===== src/rtl/scr_mover_pkg.sv =====
// Shared widths and enums for the scratch-RAM block mover.
package scr_mover_pkg;

  localparam int DATA_W = 10;
  localparam int ADDR_W = 8;

  typedef enum logic [2:0] {
    IDLE,
    FILL,
    RD,
    WR,
    FIN
  } state_t;

  typedef enum logic {
    MODE_FILL = 1'b0,
    MODE_COPY = 1'b1
  } mode_t;

endpackage


===== src/rtl/scr_mover.sv =====
// Scratch-RAM block mover: fill or forward copy, driving the scratch RAM directly.
// Optional running checksum of written words when SCR_MOVER_CHKSUM_EN is defined.
module scr_mover
  import scr_mover_pkg::*;
(
  input  logic              CLK,
  input  logic              RST_N,
  input  logic              START,
  input  logic              MODE,
  input  logic [ADDR_W-1:0] SRC,
  input  logic [ADDR_W-1:0] DST,
  input  logic [ADDR_W-1:0] LEN,
  input  logic [DATA_W-1:0] FILL_VAL,
  input  logic [DATA_W-1:0] SCR_DATA_OUT,
  output logic [ADDR_W-1:0] SCR_ADDR,
  output logic [DATA_W-1:0] SCR_DIN,
  output logic              SCR_WE,
  output logic              BUSY,
  output logic              DONE
`ifdef SCR_MOVER_CHKSUM_EN
  ,
  output logic [DATA_W-1:0] CHKSUM
`endif
);

  state_t            state, state_nxt;
  logic [ADDR_W-1:0] src_ptr, dst_ptr, count;
  logic [DATA_W-1:0] fill_q, data_q;
  logic              accept;

  assign accept = (state == IDLE) && START;

  always_ff @(posedge CLK or negedge RST_N) begin
    if (!RST_N) state <= IDLE;
    else        state <= state_nxt;
  end

  // Outputs decode from state and registers only; START merely steers the next state.
  always_comb begin
    state_nxt = state;
    SCR_ADDR  = '0;
    SCR_DIN   = '0;
    SCR_WE    = 1'b0;
    BUSY      = 1'b1;
    DONE      = 1'b0;
    case (state)
      IDLE: begin
        BUSY = 1'b0;
        if (START) begin
          if (LEN == '0)                         state_nxt = FIN;
          else if (mode_t'(MODE) == MODE_COPY)   state_nxt = RD;
          else                                   state_nxt = FILL;
        end
      end
      FILL: begin
        SCR_ADDR = dst_ptr;
        SCR_DIN  = fill_q;
        SCR_WE   = 1'b1;
        if (count == ADDR_W'(1)) state_nxt = FIN;
      end
      RD: begin
        SCR_ADDR  = src_ptr;
        state_nxt = WR;
      end
      WR: begin
        SCR_ADDR  = dst_ptr;
        SCR_DIN   = data_q;
        SCR_WE    = 1'b1;
        state_nxt = (count == ADDR_W'(1)) ? FIN : RD;
      end
      FIN: begin
        DONE      = 1'b1;
        state_nxt = IDLE;
      end
      default: state_nxt = IDLE;
    endcase
  end

  always_ff @(posedge CLK or negedge RST_N) begin
    if (!RST_N) begin
      src_ptr <= '0;
      dst_ptr <= '0;
      count   <= '0;
      fill_q  <= '0;
      data_q  <= '0;
    end else begin
      case (state)
        IDLE: if (START) begin
          src_ptr <= SRC;
          dst_ptr <= DST;
          count   <= LEN;
          fill_q  <= FILL_VAL;
        end
        FILL: begin
          dst_ptr <= dst_ptr + 1'b1;
          count   <= count - 1'b1;
        end
        RD: begin
          data_q  <= SCR_DATA_OUT;
          src_ptr <= src_ptr + 1'b1;
        end
        WR: begin
          dst_ptr <= dst_ptr + 1'b1;
          count   <= count - 1'b1;
        end
        default: ;
      endcase
    end
  end

`ifdef SCR_MOVER_CHKSUM_EN
  always_ff @(posedge CLK or negedge RST_N) begin
    if (!RST_N)      CHKSUM <= '0;
    else if (accept) CHKSUM <= '0;
    else if (SCR_WE) CHKSUM <= CHKSUM + SCR_DIN;
  end
`else
  logic unused_accept;
  assign unused_accept = accept;
`endif

endmodule


===== config.mk =====
export PLATFORM = sky130hd
export DESIGN_NAME = scr_mover
export DESIGN_NICKNAME = d
export VERILOG_FILES = /design/src/rtl/scr_mover_pkg.sv /design/src/rtl/scr_mover.sv
export SDC_FILE = /design/constraint.sdc
export NUM_CORES = 1
export LEC_CHECK = 0
export CAP_MARGIN = 20
export CORE_AREA = 4 4 63 94
export CTS_CLUSTER_DIAMETER = 120
export DETAILED_ROUTE_END_ITERATION = 8
export DIE_AREA = 0 0 67 98
export PLACE_DENSITY = 0.82
export SYNTH_ARGS = -nofsm -noshare
export SYNTH_HDL_FRONTEND = slang
export SYNTH_SLANG_ARGS = --single-unit

===== constraint.sdc =====
create_clock -name CLK -period 4 [get_ports CLK]
set_input_delay 1 -clock CLK [delete_from_list [all_inputs] [get_ports CLK]]
set_output_delay 1 -clock CLK [all_outputs]
set_load 0.02 [all_outputs]

==> results.json <==
{
  "p_switching_mw": 1.07,
  "grtUsageTotal": 0.201,
  "synth_top_area_cell": "dfrtp_1",
  "first_pass_iters": 4,
  "gp_congestion": 0.811,
  "grt_max_degree": 48,
  "path_cells": "or3b_1 > o21ai_0 > clkdlybuf4s50_1",
  "clock_sinks": 47,
  "post-synth-top-count-cell": "nand2_1",
  "p_leak_nw": 1.55,
  "async_flop_share": 1.00,
  "crit_path_top_delay_cell": "or3b_1",
  "hold_viol_final": 0,
  "die_area_um2": 6570,
  "ys_types": 49,
  "cts-buffers-inserted": 5,
  "tns_ns": 0,
  "synth_cells": 293,
  "synth.net_count": 345,
  "fin_nets": 408,
  "nFillCells": 430,
  "power_density_nw_per_um2": 767,
  "worstPathMaxFanout": 18,
  "seq_area_frac_synth": 0.459,
  "final.setup.worst_slack_ns": 0.531,
  "min_period_over_period": 0.867,
  "synthFlopType": "dfrtp_1",
  "chipHeight_um": 98,
  "p_int_mw": 1.55,
  "max_cap_viol_count": 0,
  "clockBufferDepth": 2,
  "critical_path_class": "flip-flop to primary output",
  "dp_hpwl_mm": 4.58,
  "final_antenna_net_count": 0,
  "synth_area_leaders": "dfrtp_1 (46%), nand2_1 (13%), mux2i_1 (4.3%)",
  "antenna_found_initial": 0,
  "cts_resized": 0,
  "clock_latency_ns": 0.31,
  "area_growth_pct": 33.2,
  "hold_class": "flip-flop to flip-flop",
  "hold_buffers": 0,
  "synth_warnings": 0,
  "p_sw_frac": 0.410,
  "fmax_mhz": 288,
  "portBuffers": 68,
  "wirelength_mm": 6.42,
  "syn_area_um2": 2560,
  "start_kind": "flip-flop",
  "path_clk_slew_ns": 0.08,
  "relSlewSlack": 0.564,
  "ctsHtreeMaxLevel": 2,
  "dr.first_iter.drc_count": 153,
  "grt_first_pass_wirelength_mm": 10.4,
  "initial_utilization": 0.504,
  "rows": 32,
  "synth-seq-cells": 47,
  "wl_per_cell_um": 15.1,
  "status": "finished, final reports clean",
  "ir_worst_vdd_v": 0.000414,
  "overflow": 0,
  "core_um2": 5080,
  "root_buffer": "clkbuf_8",
  "post-route-min-period_ns": 3.47,
  "p_seq_frac": 0.345,
  "crit_path_max_incr_delay_ns": 0.72,
  "place_ws_ns": 0.873,
  "grt_pass1_vias": 2276,
  "synthTopCellsByCount": "nand2_1 (87), dfrtp_1 (47), nor2_1 (29)",
  "dr_total_vias": 2354,
  "io_pins": 69,
  "die_w_um": 67,
  "slew_viol_final": 0,
  "avgSynthCellArea_um2": 8.75,
  "power_frac_comb": 0.498,
  "n_antenna_cell": 0,
  "tightest_slew_ns": 0.651,
  "post_cts_buffers": 0,
  "setup_viol": 0,
  "required_ns": 3.00,
  "power_frac_clock": 0.157,
  "drc_errors": 0,
  "synth_top_cell_area_share": 0.459,
  "worst_setup_path_end_kind": "primary output",
  "rsz0062_at_grt": "false",
  "cts_tree": "built",
  "synth_edf_count": 0,
  "viasPerCell": 5.54,
  "finalClockSkew_ns": 0.0127,
  "drive_above_1_share": 0.0588,
  "cp_data_arrival_time_ns": 2.47
}
[final cells by class]
type / instances / area, µm² / area share
multi-input cells: 222 / 1270 / 0.371
flip-flops and latches: 47 / 1180 / 0.344
repair buffers: 74 / 733 / 0.215
well taps: 68 / 85.1 / 0.0249
clock buffers: 6 / 72.6 / 0.0212
clock inverters: 2 / 60.1 / 0.0176
inverters: 6 / 22.5 / 0.00659
[layout by cell type, fill, tap and decap left out, types with 3 or more instances in the layout]
| cell type | n |
|---|---|
| nor2b_1 | 3 |
| buf_4 | 5 |
| o211ai_1 | 3 |
| nand4_1 | 5 |
| a22o_1 | 4 |
| inv_1 | 5 |
| clkbuf_8 | 5 |
| a211oi_1 | 8 |
| mux2i_1 | 11 |
| dfrtp_1 | 47 |
| a21oi_1 | 7 |
| o221ai_1 | 3 |
| nor2_1 | 29 |
| clkdlybuf4s50_1 | 67 |
| o21ai_0 | 3 |
| ha_1 | 4 |
| nand2_1 | 87 |
| nor3_1 | 9 |
| o22ai_1 | 4 |
| nand3_1 | 11 |
[metrics by stage]
step | cells | util | total power, mW | area (µm²) | hold slack [ns]
2_1_floorplan | 293 | - | 1.74 | 2560 | 0.445
3_3_place_gp | 416 | 0.642 | 2.17 | 3260 | 0.459
3_5_place_dp | 416 | 0.642 | 2.21 | 3260 | 0.463
4_1_cts | 424 | 0.668 | 2.63 | 3400 | 0.483
5_1_grt | 425 | 0.672 | 2.81 | 3420 | 0.496
6_report | 425 | 0.672 | 2.62 | 3420 | 0.482
[worst paths after layout]
| check | to | slack [ns] | cells after the start | start |
|---|---|---|---|---|
| setup / recovery | SCR_ADDR[2] | 0.53 | 3 | state[0] |
| hold / removal | fill_q[8] | 0.48 | 2 | fill_q[8] |
| setup reg to reg | dst_ptr[7] | 1.71 | 6 | state[1] |
| hold reg to reg | fill_q[8] | 0.48 | 2 | fill_q[8] |
| max in group asynchronous | state[1] | 2.93 | 2 | RST_N |
| min in group asynchronous | count[5] | 0.58 | 1 | RST_N |
[cell families after synthesis]
group / count (synthesis) / synth area share
and+or+nand+nor: 161 / 0.295
buffers and inverters: 24 / 0.0473
adders and majority gates: 4 / 0.0195
DFF: 47 / 0.459
AOI/OAI and AO/OA: 46 / 0.137
muxes: 11 / 0.0429
[sequential cells by signal, summed over array words and instances, names as in the netlist]
register / flops
fill_q: 10
state: 3
dst_ptr: 8
src_ptr: 8
count: 8
data_q: 10
[critical path, delay by kind of cell, from the launching register on]
kind            cells  cell delay, ns
compound gates      1            0.28
simple gates        1            0.72
flops               1            0.52
buf+inv             1            0.64
[per-layer routing]
layer | part of all wire | track usage | wire, µm
met2 | 0.51 | 0.333 | 3250
met3 | 0.061 | 0.0437 | 389
met4 | 0.015 | 0.0656 | 99
met1 | 0.42 | 0.257 | 2680
met5 | 0 | 0 | 0
[power groups by stage]
| stage | logic, mW | clock network [mW] | registers [mW] |
|---|---|---|---|
| 6_report | 1.31 | 0.411 | 0.903 |
| 5_1_grt | 1.44 | 0.432 | 0.936 |
| 4_1_cts | 1.31 | 0.414 | 0.900 |
| 3_5_place_dp | 1.30 | 0 | 0.908 |
| 3_3_place_gp | 1.27 | 0 | 0.896 |
| 2_1_floorplan | 0.895 | 0 | 0.844 |
Note: power is estimated with default switching activity, not from simulation.
